[config.mk]
export PLATFORM = sky130hd
export DESIGN_NAME = alu_op_sequencer
export DESIGN_NICKNAME = d
export VERILOG_FILES = /design/src/rtl/alu_op_sequencer.sv
export SDC_FILE = /design/constraint.sdc
export NUM_CORES = 1
export LEC_CHECK = 0
export CAP_MARGIN = 20
export CORE_MARGIN = 2
export CORE_UTILIZATION = 41
export DETAILED_ROUTE_END_ITERATION = 16
export PLACE_DENSITY_LB_ADDON = 0.25
export SYNTH_ARGS = -nofsm -noshare
export SYNTH_HDL_FRONTEND = slang
export SYNTH_SLANG_ARGS = --single-unit
[constraint.sdc]
create_clock -name i_clk -period 2.2 [get_ports i_clk]
set_input_delay 0.22 -clock i_clk [delete_from_list [all_inputs] [get_ports i_clk]]
set_output_delay 0.22 -clock i_clk [all_outputs]
set_load 0.05 [all_outputs]
[src/rtl/alu_op_sequencer.sv]
// alu_op_sequencer: initiator side of the 32-bit ALU interface.
// Takes one command at a time, holds the operands on the alu inputs long
// enough for the ripple-carry path to settle, captures the result and flags,
// and returns them over a valid/ready response port.
module alu_op_sequencer #(
  parameter int WIDTH  = 32,
  parameter int SETTLE = 40,
  parameter int CNT_W  = 16
) (
  input  logic             i_clk,
  input  logic             i_rst,
  input  logic             i_cmd_valid,
  output logic             o_cmd_ready,
  input  logic [WIDTH-1:0] i_cmd_x,
  input  logic [WIDTH-1:0] i_cmd_y,
  input  logic [2:0]       i_cmd_op,
  output logic [WIDTH-1:0] o_alu_x,
  output logic [WIDTH-1:0] o_alu_y,
  output logic [2:0]       o_alu_opcode,
  input  logic [WIDTH-1:0] i_alu_f,
  input  logic             i_alu_overflow,
  input  logic             i_alu_cout,
  output logic             o_rsp_valid,
  input  logic             i_rsp_ready,
  output logic [WIDTH-1:0] o_rsp_f,
  output logic             o_rsp_overflow,
  output logic             o_rsp_cout,
  output logic             o_rsp_zero,
  output logic             o_rsp_illegal,
  output logic             o_busy,
  output logic [CNT_W-1:0] o_op_count
);

  // The settle counter is loaded with SETTLE and captures when it reads zero,
  // so the response appears SETTLE+1 edges after the accept edge: SETTLE
  // full cycles of stable alu inputs plus the launch cycle of the alu_* register.
  localparam int SW = (SETTLE < 1) ? 1 : $clog2(SETTLE + 1);
  localparam logic [SW-1:0] SETTLE_LOAD = SW'(SETTLE);

  typedef enum logic [1:0] {
    IDLE = 2'd0,
    WAIT = 2'd1,
    RESP = 2'd2
  } state_t;

  state_t           r_state;
  logic [SW-1:0]    r_cnt;
  logic [WIDTH-1:0] r_alu_x;
  logic [WIDTH-1:0] r_alu_y;
  logic [2:0]       r_alu_opcode;
  logic [WIDTH-1:0] r_rsp_f;
  logic             r_rsp_overflow;
  logic             r_rsp_cout;
  logic             r_rsp_zero;
  logic             r_rsp_illegal;
  logic [CNT_W-1:0] r_op_count;

  logic w_accept;
  logic w_legal;
  logic w_logic_op;

  assign o_cmd_ready = (r_state == IDLE) && !i_rst;
  assign w_accept    = i_cmd_valid && o_cmd_ready;
  assign w_legal     = (i_cmd_op <= 3'd4);
  // OR and AND have no meaningful carry chain, so their flags are suppressed.
  assign w_logic_op  = (r_alu_opcode == 3'b001) || (r_alu_opcode == 3'b010);

  assign o_alu_x        = r_alu_x;
  assign o_alu_y        = r_alu_y;
  assign o_alu_opcode   = r_alu_opcode;
  assign o_rsp_valid    = (r_state == RESP);
  assign o_rsp_f        = r_rsp_f;
  assign o_rsp_overflow = r_rsp_overflow;
  assign o_rsp_cout     = r_rsp_cout;
  assign o_rsp_zero     = r_rsp_zero;
  assign o_rsp_illegal  = r_rsp_illegal;
  assign o_busy         = (r_state != IDLE);
  assign o_op_count     = r_op_count;

  // Sequencer FSM: accept, settle, capture, hand back; all outputs registered here.
  always_ff @(posedge i_clk) begin
    if (i_rst) begin
      r_state        <= IDLE;
      r_cnt          <= '0;
      r_alu_x        <= '0;
      r_alu_y        <= '0;
      r_alu_opcode   <= '0;
      r_rsp_f        <= '0;
      r_rsp_overflow <= 1'b0;
      r_rsp_cout     <= 1'b0;
      r_rsp_zero     <= 1'b0;
      r_rsp_illegal  <= 1'b0;
      r_op_count     <= '0;
    end else begin
      case (r_state)
        IDLE: begin
          if (w_accept) begin
            if (w_legal) begin
              r_alu_x       <= i_cmd_x;
              r_alu_y       <= i_cmd_y;
              r_alu_opcode  <= i_cmd_op;
              r_cnt         <= SETTLE_LOAD;
              r_rsp_illegal <= 1'b0;
              r_state       <= WAIT;
            end else begin
              // Rejected opcodes never reach the alu; answer immediately.
              r_rsp_f        <= '0;
              r_rsp_overflow <= 1'b0;
              r_rsp_cout     <= 1'b0;
              r_rsp_zero     <= 1'b1;
              r_rsp_illegal  <= 1'b1;
              r_state        <= RESP;
            end
          end
        end
        WAIT: begin
          if (r_cnt == '0) begin
            r_rsp_f        <= i_alu_f;
            r_rsp_overflow <= w_logic_op ? 1'b0 : i_alu_overflow;
            r_rsp_cout     <= w_logic_op ? 1'b0 : i_alu_cout;
            r_rsp_zero     <= ~|i_alu_f;
            r_state        <= RESP;
          end else begin
            r_cnt <= r_cnt - 1'b1;
          end
        end
        RESP: begin
          if (i_rsp_ready) begin
            r_op_count <= r_op_count + CNT_W'(1);
            r_state    <= IDLE;
          end
        end
        default: r_state <= IDLE;
      endcase
    end
  end

endmodule

Yosys cells after proc, flatten, opt, wreduce, memory -nomap -nowiden
Cells that the tools add are included.

cells by class
  reductions and logical operators = 16
  order comparisons = 1
  multiplexer cells = 26
  add/sub/neg operators = 2
  eq/ne operators = 10

operators by type and width
  operator                                                            count
  32-bit two-way mux                                                  3
  32-bit case mux with 2 select lines                                 1
  32-bit OR reduction                                                 1
  6-bit two-way mux                                                   3
  16-bit by 1-bit adder with 16-bit output, second input constant     1
  6-bit case mux with 2 select lines                                  1
  1-bit two-way mux                                                   10
  2-bit != test, second input constant                                5
  2-bit two-way mux                                                   4
  4-bit AND reduction                                                 2
  6-bit zero test                                                     1
  1-bit case mux with 2 select lines                                  3
  2-bit case mux with 3 select lines                                  1
  3-bit AND reduction                                                 2
  6-bit by 1-bit subtractor with 6-bit output, second input constant  1
  2-bit AND reduction                                                 2
  2-bit nonzero test                                                  2
  3-bit by 1-bit == test with 1-bit output, second input constant     1
  3-bit by 2-bit == test with 1-bit output, second input constant     1
  3-bit <= comparator, second input constant                          1
  2-bit by 1-bit == test with 1-bit output, second input constant     1
  2-bit == test, second input constant                                1
  1-bit logical AND                                                   2
  1-bit zero test                                                     2
  other kinds (3)                                                     3

storage, ports and cells
  flip-flop bits (word level) = 127
  input port bits = 105

Depth between registers and ports, before layout
Gate-level depths: netlist of run 1.

  word-level depth = 5
  mapped depth = 8
  gate-level depth less buffers = 6

Worst setup path before layout of run 1
No wires, ideal clock.

  path type = flip-flop to flip-flop
  from = register r_op_count[3], in the netlist o_op_count[3]
  to = register r_op_count[13], in the netlist o_op_count[13]
  clock period less this slack = 1.903 ns
  cell stages (with the launch flop) = 6
  arrival = 1.832 ns
  library setup time = 0.070 ns
  path slack = 0.297 ns
  path through = dfxtp_1 -> and4_1 -> buf_2 -> nand2_1 -> or4_1 -> a21oi_1

on the way
  cells in the longest elaborated chain, start to end = 1

RTL lines
  element                                   RTL line  text
  from (decl)                               56        logic [CNT_W-1:0] r_op_count;
  from (signal assigned)                    129       r_op_count <= r_op_count + CNT_W'(1);
  16-bit by 1-bit adder with 16-bit output  129

Every way passes these cells.
A chain may end at the register's enable or synchronous reset.

Final worst setup path of run 1
  from = register r_op_count[1], in the netlist o_op_count[1]
  to = output o_op_count[1]

RTL lines
  element    RTL line  text
  to (decl)  31        output logic [CNT_W-1:0] o_op_count

No word-level cell between the ends.

==> results.ini, run 1 <==
[placement]
postPlaceCellArea_um2 = 7330
dp_hpwl_um = 10100
dpl_worst_slack_ns = 0.242
gp_congestion = 0.858
portBuffers = 226

[clocking]
clock_latency_ns = 0.41
hold_buffers = 0
cts_buffer_depth = 2
root_buffer = clkbuf_16
htreeDepth = 4
cts_tree = done
path_clk_slew_ns = 0.05
cts_setup_buffers = 0
clock-sinks = 127
cts-buffers-inserted = 17

[timing]
setup_tns_ns = 0
fin_crit_sh_pct = 90.5
fmaxAchievable_mhz = 502
rsz0062_at_grt = false
period_needed_ns = 1.99
tightest_slew_ns = 0.778
fin_skew_ns = 0.0125
relSlewSlack_pct = 48.2
drv_slew = 0
fin_ws_ns = 0.209
hold_viol_final = 0
setup_violations = 0

[detailed_routing]
wirelength_um = 14400
vias = 5059
firstDrtPassIters = 5
drcViolationCount = 0
wl_per_cell_um = 14.6
vias_per_cell = 5.15
ant_nets = 0
drt_iter0_drc = 338

[logic_synthesis]
synth_area_um2 = 4950
synthTopCellsByCount = 175 x nand2_1, 127 x dfxtp_1, 113 x a21oi_1, 44 x nand3_1, 26 x clkbuf_1
synth_nets = 717
yosys_warnings = 0
ys_top_cells_by_area = dfxtp_1 51%, nand2_1 13%, a21oi_1 11%
avgSynthCellArea_um2 = 8.13
synth_top_cell_area_share_pct = 51.4
dominantRegCellSynth = dfxtp_1
netlist.top_cell.by_area = dfxtp_1
synth_cell_type_count = 46
yosys_register_bits = 127
synthCells = 609
seq_area_frac_synth_pct = 51.4
synth_most_common_cell = nand2_1
synth_edf_count = 0
async_reset_ff_share_pct = 0

[worst_setup_path]
cp.arrival_ns = 1.77
critical_path_class = flop to output port
critPathMaxFanout = 4
cp-end-kind = output port
startpoint_type = flop
worstPathRequired_ns = 1.98

[final_layout]
fin_area_um2 = 7900
utilization_pct = 66.3
drive_gt1_share_pct = 5.98
antenna_cells = 0
area_growth_pct = 59.6
nets = 934
nFillCells = 1025

[power_and_ir_drop]
internal_power_mw = 4.51
power.density_nw_per_um2 = 766
pwr-share-comb_pct = 15.5
fin_total_pwr_mw = 6.05
p_switching_mw = 1.54
switching_share_pct = 25.5
ir_worst_vdd_mv = 0.390
p_leak_nw = 2.76
p_seq_share_pct = 40.3
clkPwrFrac_pct = 44.2

[global_routing]
grt_pass1_wl_um = 22800
grt-ovfl-total = 0
antenna_found_initial = 0
grt_max_degree = 76
first_global_vias = 4809
grt_util_all_layers_pct = 21.8

[floorplan]
start_util_pct = 41.6
die-area_um2 = 13000
die_x_um = 114
fp.dieH_um = 114
io-pin-count = 227
fp.coreArea_um2 = 11900
rows = 40

[job]
drv_cap = 0

[outcome]
status = finished clean

[hold_path]
hold_class = input port to flop

## power by group through the flow
stage / Combinational [mW] / Clock (mW) / Sequential [mW]
final: 0.940 / 2.68 / 2.44
after floorplan: 0.273 / 0 / 2.73
after detailed placement: 0.941 / 0 / 2.49
after global placement: 0.930 / 0 / 2.48
after CTS: 0.945 / 2.73 / 2.44
after global routing: 0.998 / 2.84 / 2.45
## worst max-delay path, stage by stage (launching register included)
cell and delay (ns):
dfxtp_1 0.39, buf_4 0.16, clkdlybuf4s50_1 0.81
## what timing repair did
item,4_1_cts,5_1_grt
hold endpoints to repair,0,0
resized for setup,0,2
setup endpoints to repair,0,2
## worst paths after layout
check | cells after the start | slack [ns] | start | to
worst min-delay path | 5 | 0.24 | i_rst | o_alu_opcode[0]
worst max register to register | 7 | 0.32 | r_cnt[0] | o_rsp_f[4]
worst min register to register | 2 | 0.45 | o_alu_x[6] | o_alu_x[6]
worst max-delay path | 2 | 0.21 | o_op_count[1] | o_op_count[1]
## through the flow
| stage | hold WS (ns) | std cells |
|---|---|---|
| after floorplan | 0.356 | 609 |
| after global placement | 0.440 | 954 |
| after detailed placement | 0.447 | 954 |
| after CTS | 0.227 | 983 |
| after global routing | 0.263 | 983 |
| final | 0.240 | 983 |
## registers in the layout (all words and copies together) (netlist names)
name / count
o_rsp_illegal: 1
o_rsp_zero: 1
o_alu_opcode: 3
o_alu_y: 32
o_rsp_cout: 1
r_cnt: 6
o_op_count: 16
o_rsp_overflow: 1
r_state: 2
o_rsp_f: 32
o_alu_x: 32
## area by class of cell
type,count,area [um2],area share (%)
Multi-Input combinational cell,436,2190,27.7
Timing Repair Buffer,240,2400,30.4
Clock buffer,23,478,6.05
Sequential cell,127,2540,32.2
Inverter,4,15.0,0.190
Clock inverter,6,85.1,1.08
Tap cell,147,184,2.33
## cells in the final DEF (no fill, tap or decap), types with 3 or more instances in the layout
master	netlist	layout
a21oi_1	113	113
and3_1	3	3
buf_12	0	3
buf_4	8	13
clkbuf_1	26	3
clkbuf_16	0	17
clkbuf_8	0	3
clkdlybuf4s50_1	0	222
dfxtp_1	127	127
ha_1	3	3
inv_1	4	4
nand2_1	175	174
nand3_1	44	44
nand4_1	7	7
nor2_1	17	17
nor3_1	5	5
nor4_1	9	9
o21ai_0	7	7
o31ai_1	6	6
or4_1	5	5
xor2_1	7	7
## kinds of logic after synthesis
family / Yosys count / synth area share [%]
DFF: 127 / 51.4
muxes: 1 / 0.202
adders and majority gates: 3 / 0.758
and+or+nand+nor: 285 / 26.4
AOI/OAI and AO/OA: 138 / 15.1
buffers and inverters: 46 / 4.55
xor gates and xnor gates: 9 / 1.59
## routing by layer
metal | share of wire, % | up-vias | track usage (%) | wire (um)
met1 | 42 | 2360 | 25.8 | 6030
met2 | 50 | 162 | 36.8 | 7150
li1 | - | 2511 | - | -
met3 | 6.0 | 26 | 6.64 | 866
met5 | 0 | - | 0 | 0
met4 | 2.2 | 0 | 9.11 | 313
(Power assumes the default switching activity.)
==> run 2: changes to the inputs <==
- SLEW_MARGIN: unset -> 25
==> results of run 2 <==
No change in the layout: final DEF, timing and power equal those of run 1.
==> run 3: changes to the inputs <==
- clock period: 2.2 -> 2.04 ns (I/O delays scaled with it)
==> run 3 against run 2 <==
  * Via count increased by 1.8%
  * Final area increased by 1.2%
  * Critical path type unchanged
  * Register-to-register slack got worse by 0.03 ns
  * First-iteration DRC count decreased by 14%
  * Power increased by 13%
  * Wire length increased by 1.0%
  * Sequential share of layout area decreased by 0.39 points
  * Die area unchanged
  * Combinational power increased by 9%
  * Largest power group unchanged
  * Non-clock buffer count increased by 4
  * Cell count increased by 0.71%
  * Setup slack got worse by 0.14 ns
==> results.ini, run 3 (synthesis results as in run 1) <==
[final_layout]
nets = 938  ; +0.43%
utilization_pct = 67.1  ; +0.82 points
antenna_cells = 0  ; unchanged
area_growth_pct = 61.6
drive_gt1_share_pct = 7.35  ; +1.4 points
nFillCells = 983  ; -4.1%
most-common-layout-cells = 222 x clkdlybuf4s50_1, 174 x nand2_1, 127 x dfxtp_1
layout.cells.most_common = clkdlybuf4s50_1

[global_routing]
grt_max_degree = 70  ; -7.9%
first_global_vias = 4956  ; +3.1%
grt_pass1_wl_um = 23000  ; +0.72%
grt_util_all_layers_pct = 22.1  ; +0.33 points
grt-ovfl-total = 0  ; unchanged
antenna_found_initial = 0  ; unchanged

[clocking]
htreeDepth = 4  ; unchanged
clock_latency_ns = 0.41  ; about the same
path_clk_slew_ns = 0.05  ; about the same
cts_setup_buffers = 0  ; unchanged
postCtsResizedCells = 0  ; unchanged
root_buffer = clkbuf_16
cts_buffer_depth = 2  ; unchanged
clock-sinks = 127  ; unchanged
cts_tree = done
cts-buffers-inserted = 17  ; unchanged
hold_buffers = 0  ; unchanged

[worst_setup_path]
worstPathRequired_ns = 1.84  ; -0.14 ns
crit_chain = clkdlybuf4s50_1
cp.arrival_ns = 1.77  ; about the same
endpoint = o_op_count[0]
crit_buf_inv = 1  ; -1
rr_worst_depth = 4  ; -3
r2r_start = o_op_count[3]
cp-end-kind = output port
cp_num_cells = 1  ; -1
r2r_end = o_op_count[14]
max_stage_delay_ns = 0.87  ; +0.06 ns
crit_family = buffers and inverters
critPathLaunch = o_op_count[0]
critPathMaxFanout = 6  ; +2
rrSetupSlack_ns = 0.29  ; -0.03 ns
crit_slowest_cell = clkdlybuf4s50_1
startpoint_type = flop
critical_path_class = flop to output port

[timing]
tightest_slew_ns = 0.692  ; -0.0855 ns
rsz0062_at_grt = false
timing.hold.ws_ns = 0.217  ; -0.0231 ns
hold_viol_final = 0  ; unchanged
setup_tns_ns = 0  ; unchanged
fin_skew_ns = 0.00431  ; -0.00823 ns
fin_crit_sh_pct = 96.5
setup_violations = 0  ; unchanged
drv_slew = 0  ; unchanged
fmaxAchievable_mhz = 508
period_needed_ns = 1.97
relSlewSlack_pct = 53.9  ; +5.7 points
fin_ws_ns = 0.0709  ; -0.138 ns

[detailed_routing]
drt_iter0_drc = 290  ; -14%
vias_per_cell = 5.20  ; +1.1%
wirelength_um = 14500  ; +1.0%
ant_nets = 0  ; unchanged
vias = 5151  ; +1.8%
firstDrtPassIters = 4  ; -1
wl_per_cell_um = 14.6  ; +0.28%
drcViolationCount = 0  ; unchanged

[floorplan]
fp.coreArea_um2 = 11900  ; unchanged
die-area_um2 = 13000  ; unchanged
start_util_pct = 41.6  ; unchanged
rows = 40  ; unchanged
die_x_um = 114  ; unchanged
fp.dieH_um = 114  ; unchanged
io-pin-count = 227  ; unchanged

[job]
drv_cap = 0  ; unchanged

[placement]
dpl_worst_slack_ns = 0.0664  ; -0.176 ns
portBuffers = 226  ; unchanged
dp_hpwl_um = 10300  ; +2.2%
gp_congestion = 0.796  ; -7.2%

[power_and_ir_drop]
p_leak_nw = 2.80  ; +1.5%
ir_worst_vdd_mv = 0.518  ; +33%
power.density_nw_per_um2 = 857  ; +12%

[hold_path]
hold_class = input port to flop

[outcome]
status = finished clean

## run 3: worst min-delay path by stage
stage,depth (start not counted),from,slack [ns],to
final,5,i_rst,0.22,o_alu_opcode[0]
after global routing,5,i_rst,0.26,o_alu_opcode[0]
after CTS,5,i_rst,0.20,o_alu_opcode[0]
after detailed placement,2,o_alu_y[25],0.45,o_alu_y[25]
after global placement,2,o_alu_x[17],0.44,o_alu_x[17]
after floorplan,2,i_cmd_y[1],0.34,o_alu_y[1]
## run 3: power breakdown
part | leakage, nW | switching [mW] | internal (mW) | total, mW
registers | 1.03 | 0.0546 | 2.57 | 2.63
logic | 1.45 | 0.595 | 0.428 | 1.02
clock network | 0.315 | 1.04 | 2.16 | 3.20
## run 3: cell type report
cell class                 instances  area [um2]  area share, %
clock buffer                      21         480           6.01
multi-input combinational        436        2190           27.4
clock inverter                    11         160           2.00
timing repair buffer             244        2420           30.3
tap                              147         184           2.30
inverter                           4        15.0          0.188
sequential                       127        2540           31.8
## run 3: metrics by stage
step / power, mW / instances / cell area (um2)
6_report: 6.85 / 990 / 8000
5_1_grt: 7.12 / 990 / 8000
4_1_cts: 6.94 / 990 / 8000
3_5_place_dp: 3.70 / 958 / 7360
3_3_place_gp: 3.68 / 958 / 7360
2_1_floorplan: 3.24 / 609 / 4950
## run 3: per-layer routing
layer | up-vias | global-route usage [%] | share of wire, %
li1 | 2524 | - | -
met1 | 2408 | 24.7 | 40
met2 | 183 | 38.2 | 50
met3 | 36 | 6.54 | 7.2
met4 | 0 | 11.4 | 3.2
met5 | - | 0 | 0
